`src/rtl/paula_floppy_pkg.sv`:
```
// Shared definitions for the Paula floppy drive-ID generator.
//   - id_state_e : per-drive ID state machine encoding (2 bits)
//   - ID_*       : standard Amiga drive identification words
package paula_floppy_pkg;

    typedef enum logic [1:0] {
        ST_WAIT_ON  = 2'd0,  // waiting for the drive motor to be switched on
        ST_WAIT_OFF = 2'd1,  // motor on; waiting for it to be switched off
        ST_ENABLE   = 2'd2   // motor off again: each /SEL pulse shifts out one ID bit
    } id_state_e;

    localparam logic [31:0] ID_DD35  = 32'hFFFF_FFFF;
    localparam logic [31:0] ID_HD35  = 32'hAAAA_AAAA;
    localparam logic [31:0] ID_DD525 = 32'h5555_5555;
    localparam logic [31:0] ID_NONE  = 32'h0000_0000;

endpackage

```
`src/rtl/paula_floppy_drive_id_channel.sv`:
```
// One drive channel of the floppy drive-ID generator.
// Detects /SEL edges, latches the motor state on the falling edge, runs the
// ID state machine and produces this drive's registered /RDY contribution.
// All state advances only on clk7_en.
//
// Ports:
//   clk, _reset  : clock, asynchronous active-low reset
//   clk7_en      : 7 MHz clock enable
//   _motor       : shared /MTR line, active low
//   _sel         : this drive's /SEL, active low
//   present      : 1 = drive connected
//   drive_id     : ID word, shifted out MSB first
//   motor_on     : latched motor state
//   id_active    : 1 while in ST_ENABLE
//   rdy_n        : registered /RDY contribution (wired-AND in the top)
module paula_floppy_id_channel
    import paula_floppy_pkg::*;
#(
    parameter int ID_WIDTH  = 32,
    parameter int ID_REPEAT = 1
) (
    input  logic                clk,
    input  logic                _reset,
    input  logic                clk7_en,
    input  logic                _motor,
    input  logic                _sel,
    input  logic                present,
    input  logic [ID_WIDTH-1:0] drive_id,
    output logic                motor_on,
    output logic                id_active,
    output logic                rdy_n
);

    localparam int                CNT_W    = (ID_WIDTH > 1) ? $clog2(ID_WIDTH) : 1;
    localparam logic [CNT_W-1:0]  CNT_LAST = CNT_W'(ID_WIDTH - 1);

    id_state_e        state_q, state_d;
    logic [CNT_W-1:0] cnt_q, cnt_d;
    logic             sel_del_q, sel_del_d;
    logic             motor_on_q, motor_on_d;
    logic             bit_q, bit_d;
    logic             armed_q, armed_d;
    logic             rdy_q, rdy_d;

    logic sel_fall;
    logic sel_rise;

    assign sel_fall = !_sel && sel_del_q;
    assign sel_rise = _sel && !sel_del_q;

    // State register.
    // NOTE: sequential state uses non-blocking assignments only, so every flop
    // samples the values computed before this edge regardless of block order.
    always_ff @(posedge clk or negedge _reset) begin
        if (!_reset) begin
            state_q    <= ST_WAIT_ON;
            cnt_q      <= '0;
            sel_del_q  <= 1'b1;
            motor_on_q <= 1'b0;
            bit_q      <= 1'b0;
            armed_q    <= 1'b0;
            rdy_q      <= 1'b1;
        end else if (clk7_en) begin
            state_q    <= state_d;
            cnt_q      <= cnt_d;
            sel_del_q  <= sel_del_d;
            motor_on_q <= motor_on_d;
            bit_q      <= bit_d;
            armed_q    <= armed_d;
            rdy_q      <= rdy_d;
        end
    end

    // Next-state logic.
    // NOTE: every signal gets a default before the case, so no path leaves a
    // value unassigned and no latch is inferred.
    always_comb begin
        state_d   = state_q;
        cnt_d     = cnt_q;
        bit_d     = bit_q;
        armed_d   = armed_q;
        sel_del_d = _sel;

        motor_on_d = motor_on_q;
        if (!present) begin
            motor_on_d = 1'b0;
        end else if (sel_fall) begin
            motor_on_d = !_motor;
        end

        case (state_q)
            ST_WAIT_ON: begin
                if (motor_on_q) begin
                    state_d = ST_WAIT_OFF;
                end
            end
            ST_WAIT_OFF: begin
                if (!motor_on_q) begin
                    state_d = ST_ENABLE;
                    cnt_d   = '0;
                    bit_d   = 1'b0;
                    armed_d = 1'b0;
                end
            end
            ST_ENABLE: begin
                if (sel_fall) begin
                    if (!_motor) begin
                        // Motor switched back on: abandon the read, keep cnt.
                        state_d = ST_WAIT_OFF;
                        bit_d   = 1'b0;
                        armed_d = 1'b0;
                    end else begin
                        bit_d   = drive_id[CNT_LAST - cnt_q];
                        armed_d = 1'b1;
                    end
                end else if (sel_rise) begin
                    bit_d = 1'b0;
                    // Only a pulse that actually emitted a bit advances the
                    // counter; the rising edge of the pulse that switched the
                    // motor off lands here too and must not skip bit 0.
                    if (armed_q) begin
                        armed_d = 1'b0;
                        if (cnt_q == CNT_LAST) begin
                            cnt_d = '0;
                            if (ID_REPEAT == 0) begin
                                state_d = ST_WAIT_ON;
                            end
                        end else begin
                            cnt_d = cnt_q + 1'b1;
                        end
                    end
                end
            end
            default: begin
                state_d = ST_WAIT_ON;
            end
        endcase
    end

    // Output logic: /RDY contribution is registered, so it appears one tick
    // after the tick that saw the /SEL edge.
    always_comb begin
        id_active = (state_q == ST_ENABLE);
        if (!present) begin
            rdy_d = 1'b1;
        end else if (state_q == ST_ENABLE) begin
            rdy_d = !(bit_q && !_sel);
        end else begin
            rdy_d = !(!_sel && motor_on_q);
        end
    end

    assign motor_on = motor_on_q;
    assign rdy_n    = rdy_q;

endmodule

```
`src/rtl/paula_floppy_drive_id.sv`:
```
// Multi-drive floppy ID generator between CIA-B (/MTR, /SELx) and CIA-A /RDY.
// One paula_floppy_id_channel per drive; the top slices drive_id and forms
// the open-collector wired-AND of the per-drive /RDY contributions.
//
// Ports:
//   clk, _reset : clock, asynchronous active-low reset
//   clk7_en     : 7 MHz clock enable
//   _motor      : shared /MTR, active low
//   _sel        : per-drive /SEL, active low
//   present     : per-drive connected flag
//   drive_id    : ID words, drive i at [i*ID_WIDTH +: ID_WIDTH]
//   motor_on    : latched motor state per drive
//   id_active   : per-drive ID mode flag
//   _rdy        : combined /RDY, active low
module paula_floppy_drive_id
    import paula_floppy_pkg::*;
#(
    parameter int NUM_DRIVES = 4,
    parameter int ID_WIDTH   = 32,
    parameter int ID_REPEAT  = 1
) (
    input  logic                           clk,
    input  logic                           _reset,
    input  logic                           clk7_en,
    input  logic                           _motor,
    input  logic [NUM_DRIVES-1:0]          _sel,
    input  logic [NUM_DRIVES-1:0]          present,
    input  logic [NUM_DRIVES*ID_WIDTH-1:0] drive_id,
    output logic [NUM_DRIVES-1:0]          motor_on,
    output logic [NUM_DRIVES-1:0]          id_active,
    output logic                           _rdy
);

    logic [NUM_DRIVES-1:0] rdy_n;

    for (genvar i = 0; i < NUM_DRIVES; i++) begin : g_ch
        paula_floppy_id_channel #(
            .ID_WIDTH  (ID_WIDTH),
            .ID_REPEAT (ID_REPEAT)
        ) u_ch (
            .clk       (clk),
            ._reset    (_reset),
            .clk7_en   (clk7_en),
            ._motor    (_motor),
            ._sel      (_sel[i]),
            .present   (present[i]),
            .drive_id  (drive_id[i*ID_WIDTH +: ID_WIDTH]),
            .motor_on  (motor_on[i]),
            .id_active (id_active[i]),
            .rdy_n     (rdy_n[i])
        );
    end

    assign _rdy = &rdy_n;

endmodule

```
`config.mk`:
```
export PLATFORM = sky130hd
export DESIGN_NAME = paula_floppy_drive_id
export DESIGN_NICKNAME = d
export VERILOG_FILES = /design/src/rtl/paula_floppy_pkg.sv /design/src/rtl/paula_floppy_drive_id_channel.sv /design/src/rtl/paula_floppy_drive_id.sv
export SDC_FILE = /design/constraint.sdc
export NUM_CORES = 1
export LEC_CHECK = 0
export BUFFER_PORTS_ARGS = -buffer_cell sky130_fd_sc_hd__buf_4
export CAP_MARGIN = 20
export CORE_MARGIN = 3
export CORE_UTILIZATION = 40
export DETAILED_ROUTE_END_ITERATION = 10
export GPL_TIMING_DRIVEN = 0
export PLACE_DENSITY = 0.72
export SYNTH_ARGS = -nofsm -noshare
export SYNTH_HDL_FRONTEND = slang
export SYNTH_SLANG_ARGS = --single-unit
```
`constraint.sdc`:
```
create_clock -name clk -period 5.03 [get_ports clk]
set_input_delay 0.503 -clock clk [delete_from_list [all_inputs] [get_ports clk]]
set_output_delay 0.503 -clock clk [all_outputs]
set_load 0.005 [all_outputs]
```
==> key figures, run 1 <==
Synth
  – Count leader, synth: nand2_1
  – Area share of the largest cell type after synthesis: 25.0%
  – Synth area leaders: dfrtp_1, ha_1, mux4_2, mux2i_1, o21ai_0
  – Synth Warn #: 0
  – Synth cell count leaders: nand2_1, o21ai_0, dfrtp_1, ha_1, mux2i_1
  – Synth Net Count: about 600
  – Yosys reg bits: 48
  – Synth Area per Inst: approximately 9.5 um^2
  – EDFF count, synth: 0
  – Post-synthesis sequential area ratio: 30.2%
  – Post-Syn Area: 4010 um^2
  – Async S/R FF share, synth: 100%
  – Post-Synthesis Cells: 420
  – Count of cell types in the netlist: 48
  – Top FF cell, synth: dfrtp_1
  – Synth area leader: dfrtp_1

Final layout
  – Area growth syn-to-layout: 33.5%
  – Non-filler cells, final: ~700
  – Share of cells above drive strength 1: between 30% and 40%
  – FILL cells: 842
  – Fin nets: roughly 750
  – FF+latch area: 1210 um^2
  – Multi-input gate area: about 2500 um^2
  – # diodes: 0

Clock tree
  – CTS H-Tree Depth: 2
  – CTS max path bufs: 2
  – Root Driver: clkbuf_8
  – Latest clock arrival within the worst-skew pair: just over 0.3 ns
  – PostCTS Resize Cnt: 0
  – TritonCTS clock tree: built
  – Post-CTS setup buffers: 0
  – CTS Sinks: 48
  – Total CTS buffers: 5
  – Worst-path clk slew: around 0.10 ns
  – Hold buffer count at cts: 0

Worst setup path
  – Reg2Reg Setup Slack: 2.85 ns
  – Critical Path RT: between 5 and 6 ns
  – Worst-path cell chain: inv_1 -> ha_1 -> clkbuf_1 -> inv_1 -> o211ai_1 -> nor3_1 -> a21oi_1 -> o21ai_0
  – Slowest cell on crit path: o211ai_1
  – CP Capture Type: flip-flop
  – Crit-path most repeated cell: inv_1
  – Data arrival, critical path: between 2 and 2.5 ns
  – Crit path max fanout: 10
  – Kind of critical path: reg2reg
  – Slowest Stage Delay on Critical Path: a little under 0.6 ns
  – CP startpoint kind: flip-flop

STA
  – Slew margin rel.: a little under three fifths
  – Max Clock Freq: around 460 MHz
  – Final TNS setup: 0 ns
  – WHS: 0.210 ns
  – Clk_skew: between 0.01 and 0.015 ns
  – # setup viols final: 0
  – Final slew viol count: 0
  – Period utilisation layout: 43.3%
  – Min Clock Period, post-route: between 2 and 2.5 ns
  – Slew @ Worst Pin: about 0.66 ns
  – Final Hold Vio Count: 0
  – RSZ-0062 raised after global routing: false

Placement
  – # port buffers: ~150
  – Placed insts: about 700
  – DP HPWL: between 8 and 9 mm
  – GPL Wtd Cong: ~0.8

Routing
  – First-iteration detailed-routing DRC count: between 100 and 150
  – Post-route ant nets: 0
  – DR WL/cell: ~14 um
  – Drt drc: 0
  – TritonRoute pass-1 iters: 4
  – Vias per inst: about 5.2
  – Via Count: approximately 3,600
  – Total Routed Length: slightly below 10 mm

Global routing
  – Total grt overflow: 0
  – Antenna violations before repair: 0
  – Largest net degree at the start of global routing: 49
  – First-pass GRT wire length: between 15 and 20 mm
  – Vias in the first global route: 3,628
  – Total track usage: between 10% and 20%

Pwr
  – Leak pwr: around 2.4 nW
  – Power Density: between 300 and 400 nW/um^2
  – Max VDD drop: ~110 uV

Die
  – Die boundary width: roughly 110 um
  – Die H: approximately 110 um
  – Initial Util: 42.1%
  – Die area: approximately 11,000 um^2
  – Num rows: 35
  – Total core area: between 9000 and 10,000 um^2
  – Io pins: approximately 150

Run status
  – Status: completed

Flow run
  – Max Cap Viol: 0

Hold path
  – Worst Hold Class: in2async
## worst paths after layout
kind,depth (start not counted),end,from
hold reg to reg,2,g_ch[1].u_ch.armed_q,g_ch[1].u_ch.armed_q
min in group clk,2,g_ch[1].u_ch.rdy_n,present[1]
setup / recovery,8,g_ch[1].u_ch.cnt_q[3],g_ch[1].u_ch.state_q[0]
setup reg to reg,8,g_ch[1].u_ch.cnt_q[3],g_ch[1].u_ch.state_q[0]
max in group asynchronous,1,g_ch[1].u_ch.cnt_q[1],_reset
hold / removal,1,g_ch[1].u_ch.motor_on,_reset
## kinds of logic (layout without fill, tap and decap cells)
family,Yosys count,count (layout),share of synthesized area (%)
AND/OR/NAND/NOR,112,112,13.6
AO/OA/AOI/OAI,101,101,17.1
buffers and inverters,66,220,7.65
multiplexers,58,58,20.5
flip-flops,48,48,30.2
adder cells (fa/ha/maj),35,35,10.9
## flip-flops by register name, indices dropped and copies added, names as in the netlist
name                 cells
g_ch.u_ch.sel_del_q      4
g_ch.u_ch.state_q        8
g_ch.u_ch.cnt_q         20
g_ch.u_ch.rdy_n          4
g_ch.u_ch.bit_q          4
g_ch.u_ch.armed_q        4
g_ch.u_ch.motor_on       4
## cell type report
type	count	area share, %
Tap cell	129	3.02
Multi-Input combinational cell	306	46.5
Clock buffer	6	1.36
Sequential cell	48	22.6
Buffer	32	3.35
Inverter	34	2.39
Clock inverter	2	0.234
Timing Repair Buffer	146	20.5
## stage by stage
stage	area (um^2)	total power [mW]	setup slack [ns]	utilization (%)
CTS	5350	1.64	2.88	56.3
detailed placement	5260	1.40	2.80	55.4
global route	5350	1.76	2.65	56.3
floorplan	4010	1.14	3.10	-
global placement	5260	1.36	2.91	55.4
finish	5350	1.62	2.85	56.3
## critical path, delay by kind of cell, from the launching register on
kind            cells  cell delay (ns)
simple gates        1             0.11
buf+inv             3             0.55
compound gates      3             0.80
flops               1             0.43
fa+ha+maj           1             0.17
## power by group
part / internal [mW] / switching, mW
Combinational: 0.436 / 0.432
Sequential: 0.456 / 0.0609
Clock: 0.0975 / 0.135
## layout by cell type, fill, tap and decap left out, drive strengths merged, types with 4 or more instances in the layout
cell,instances
o31ai,6
a2111oi,8
a32o,7
inv,34
nand3,14
a21oi,5
clkbuf,18
nand2b,8
o21ai,45
a31oi,4
and3,4
mux2i,35
ha,35
mux4,18
nor2,11
a311oi,8
buf,166
dfrtp,40
nor2b,12
mux2,5
nand2,47
dfstp,8
## metal layers
layer	up-vias	share of wire [%]	track usage, %
met3	8	5.4	3.28
li1	1839	-	-
met5	-	0	0
met1	1702	41	21.1
met4	0	0.75	2.96
met2	95	52	32.0
Power figures use the tool's default switching activity.
==> inputs of run 2 (changes only) <==
- ABC_AREA: default -> 1
- PLACE_DENSITY: 0.72 -> 0.71
- clock period: 5.03 -> 2.3 ns (I/O delays scaled with it)
==> key figures, run 2 <==
Worst setup path
  – CP startpoint kind: flip-flop
  – RR Startpoint: g_ch[3].u_ch.state_q[0]
  – Critical Path RT: 2.07 ns (-3.14 ns)
  – Data arrival, critical path: 1.53 ns (-0.83 ns)
  – Slowest Stage Delay on Critical Path: 0.52 ns (-0.06 ns)
  – Worst-path cell chain: inv_1 -> nor4_1 -> buf_4
  – Worst Path Buf+Inv: 2 (-1)
  – Slowest cell on crit path: dfstp_2
  – Reg2Reg Setup Slack: 0.59 ns (-2.26 ns)
  – Worst Reg-to-Reg Cells: 8 (unchanged)
  – Kind of critical path: reg2out
  – Largest delay share family, worst path: flip-flops
  – Crit path max fanout: 2 (-8)
  – CP Capture Type: output pin
  – R2R Path End: g_ch[3].u_ch.bit_q

STA
  – Slew @ Worst Pin: 0.625 ns (-0.0399 ns)
  – Period utilisation layout: between 70% and 80%
  – Clk_skew: 0.00611 ns (-0.00774 ns)
  – RSZ-0062 raised after global routing: false
  – Max Clock Freq: between 500 and 600 MHz
  – Min Clock Period, post-route: 1.76 ns
  – # setup viols final: 0 (unchanged)
  – Final TNS setup: 0 ns (unchanged)
  – Final slew viol count: 0 (unchanged)
  – Slew margin rel.: 58.3% (+2.9 points)
  – Final Hold Vio Count: 0 (unchanged)

Routing
  – Met3 Wirelength: 604 um (+14%)
  – Total Routed Length: 11.3 mm (+14%)
  – Post-route ant nets: 0 (unchanged)
  – DR WL/cell: 11.8 um (-16%)
  – First-iteration detailed-routing DRC count: 232 (+100%)
  – Drt drc: 0 (unchanged)
  – TritonRoute pass-1 iters: 6 (+2)
  – Vias per inst: 4.89 (-5.7%)
  – Metal2 WL: 5.66 mm (+9.3%)
  – WL met1: 4.99 mm (+22%)
  – Top sig layer: met4
  – Via Count: 4,701 (+29%)

Final layout
  – Multi-input gate area: 2540 um^2 (+2.2%)
  – # diodes: 0 (unchanged)
  – Largest register FFs: 20 (unchanged)
  – Fin nets: 1,000 (+34%)
  – Util after Layout: 54.9% (-1.3 points)
  – Biggest register: g_ch.u_ch.cnt_q
  – Most common cell after layout, fill and taps aside: nand2_1
  – Top Registers: g_ch.u_ch.cnt_q x20, g_ch.u_ch.state_q x8
  – Design area: 5800 um^2 (+8.4%)
  – Area growth syn-to-layout: 31.1%
  – FF+latch area: 1210 um^2 (unchanged)
  – Non-filler cells, final: 962 (+37%)
  – FILL cells: 1,056 (+25%)
  – Highest-count cells in the layout ignoring fill and taps: nand2_1, buf_4, inv_1
  – Share of cells above drive strength 1: 26.0% (-9.3 points)

Synth
  – Async S/R FF share, synth: 100% (unchanged)
  – Synth cell count leaders: nand2_1, inv_1, nand3_1, dfrtp_1, nor2_1
  – Synth Warn #: 0 (unchanged)
  – Post-Synthesis Cells: 670 (+60%)
  – Count of cell types in the netlist: 43 (-10%)
  – Post-Syn Area: 4420 um^2 (+10%)
  – Synth Net Count: 845 (+42%)
  – Top FF cell, synth: dfrtp_1
  – Post-synthesis sequential area ratio: 27.4% (-2.9 points)
  – Synth Area per Inst: 6.60 um^2 (-31%)
  – Count leader, synth: nand2_1
  – Yosys reg bits: 48 (unchanged)
  – EDFF count, synth: 0 (unchanged)
  – Area share of the largest cell type after synthesis: 22.6% (-2.4 points)
  – Synth area leaders: dfrtp_1, nand2_1, nand3_1, ha_1, inv_1
  – Synth area leader: dfrtp_1

Hold path
  – Hold endpoint: g_ch[2].u_ch.rdy_n
  – Hold Path Cell Cnt: 2
  – Worst Hold Class: in2reg
  – Hold path startpoint: present[2]

Clock tree
  – CTS H-Tree Depth: 2 (unchanged)
  – Worst-path clk slew: 0.09 ns (about the same)
  – Latest clock arrival within the worst-skew pair: 0.31 ns (about the same)
  – CTS Sinks: 48 (unchanged)
  – PostCTS Resize Cnt: 0 (unchanged)
  – CTS max path bufs: 2 (unchanged)
  – TritonCTS clock tree: built
  – Root Driver: clkbuf_8
  – Total CTS buffers: 5 (unchanged)
  – Post-CTS setup buffers: 0 (unchanged)

Die
  – Total core area: 10,600 um^2 (+11%)
  – Initial Util: 41.9% (-0.23 points)
  – Die boundary width: 111 um (+4.8%)
  – Num rows: 37 (+5.7%)
  – Die H: 111 um (+4.8%)
  – Die area: 12,400 um^2 (+9.9%)
  – Io pins: 149 (unchanged)

Pwr
  – Switching portion of total power: 46.0% (+7.1 points)
  – Comb pwr share: 61.2% (+7.5 points)
  – P_sw: 2.12 mW (+240%)
  – Power Density: 794 nW/um^2 (+160%)
  – Clk pwr share: 11.7% (-2.7 points)
  – Leak pwr: 3.21 nW (+31%)
  – Pint: 2.49 mW (+150%)
  – Max VDD drop: 298 uV (+160%)
  – Sequential power share: 27.2% (-4.7 points)

Run status
  – Status: completed

Global routing
  – First-pass GRT wire length: 19.3 mm (+19%)
  – Largest net degree at the start of global routing: 49 (unchanged)
  – Total grt overflow: 0 (unchanged)
  – Total track usage: 17.9% (+0.58 points)
  – Antenna violations before repair: 0 (unchanged)
  – Vias in the first global route: 4,524 (+25%)

Flow run
  – Max Cap Viol: 0 (unchanged)

Placement
  – # port buffers: 147 (+0.68%)
  – DP HPWL: 8.96 mm (+9.9%)
  – GPL Wtd Cong: 0.877 (+13%)
  – Placed insts: 953 (+37%)
  – Area after DPL: 5700 um^2 (+8.3%)
## run 2: cell types whose count changed after synthesis, moves of 12 or more
cell / before / now
nand2_1: 47 / 190
nand3_1: 14 / 100
inv_1: 34 / 101
mux2i_1: 35 / 0
nor2_1: 11 / 38
a21oi_1: 5 / 26
mux4_2: 16 / 0
o21ai_0: 45 / 29
nor2b_1: 12 / 0
## run 2: worst max path at each step
stage / cells past startpoint / start / endpoint / slack (ns)
floorplan: 8 / g_ch[3].u_ch.state_q[0] / g_ch[3].u_ch.bit_q / 0.84
global placement: 8 / g_ch[3].u_ch.state_q[0] / g_ch[3].u_ch.bit_q / 0.64
detailed placement: 8 / g_ch[3].u_ch.state_q[0] / g_ch[3].u_ch.bit_q / 0.61
CTS: 3 / g_ch[1].u_ch.rdy_n / _rdy / 0.46
global route: 3 / g_ch[1].u_ch.rdy_n / _rdy / 0.33
finish: 3 / g_ch[1].u_ch.rdy_n / _rdy / 0.54
## run 2: area by class of cell
| type | count | area share (%) |
|---|---|---|
| buffer | 28 | 4.04 |
| clock buffer | 8 | 1.55 |
| inverter | 113 | 7.53 |
| multi-input combinational | 481 | 43.8 |
| sequential | 48 | 20.9 |
| tap | 136 | 2.93 |
| timing repair buffer | 148 | 19.2 |
## run 2: through the flow
step | setup slack [ns] | power (mW) | hold WS [ns]
finish | 0.538 | 4.60 | 0.0913
global route | 0.333 | 5.10 | 0.0889
CTS | 0.464 | 4.65 | 0.0848
detailed placement | 0.610 | 4.09 | 0.296
global placement | 0.638 | 4.00 | 0.285
floorplan | 0.841 | 3.30 | -0.0656
## run 2: cells by family (layout without fill, tap and decap cells)
family                     Yosys count  in the layout  synth area share [%]
AOI/OAI and AO/OA                   89             89                  11.9
xor gates and xnor gates             4              4                 0.792
adders and majority gates           35             35                  9.90
buffers and inverters              141            297                  15.2
DFF                                 48             48                  27.4
and+or+nand+nor                    353            353                  34.8
## run 2: power by group through the flow
stage | Clock [mW] | Sequential [mW] | Combinational, mW
global route | 0.596 | 1.28 | 3.22
floorplan | 0 | 1.22 | 2.08
CTS | 0.555 | 1.25 | 2.84
detailed placement | 0 | 1.26 | 2.83
global placement | 0 | 1.25 | 2.75
finish | 0.537 | 1.25 | 2.81
## run 2: repair_timing
action,CTS,global route
endpoints found under the hold margin,40,0
setup endpoints to repair,0,0
hold buffers,1,0
## run 2: worst reg2reg max path: stages, from the launching register on
cell and delay [ns]:
dfrtp_1 0.44, inv_1 0.09, ha_1 0.21, clkbuf_2 0.18, nand2_1 0.10, nand4_1 0.14, nor4_1 0.30, nand3_1 0.12
nand2_1 0.07
## run 2: layer usage
metal  vias up  track usage [%]
met3         5             3.77
met1      2157             22.8
met2       100             31.7
met4         0             2.76
li1       2439                -
met5         -                0
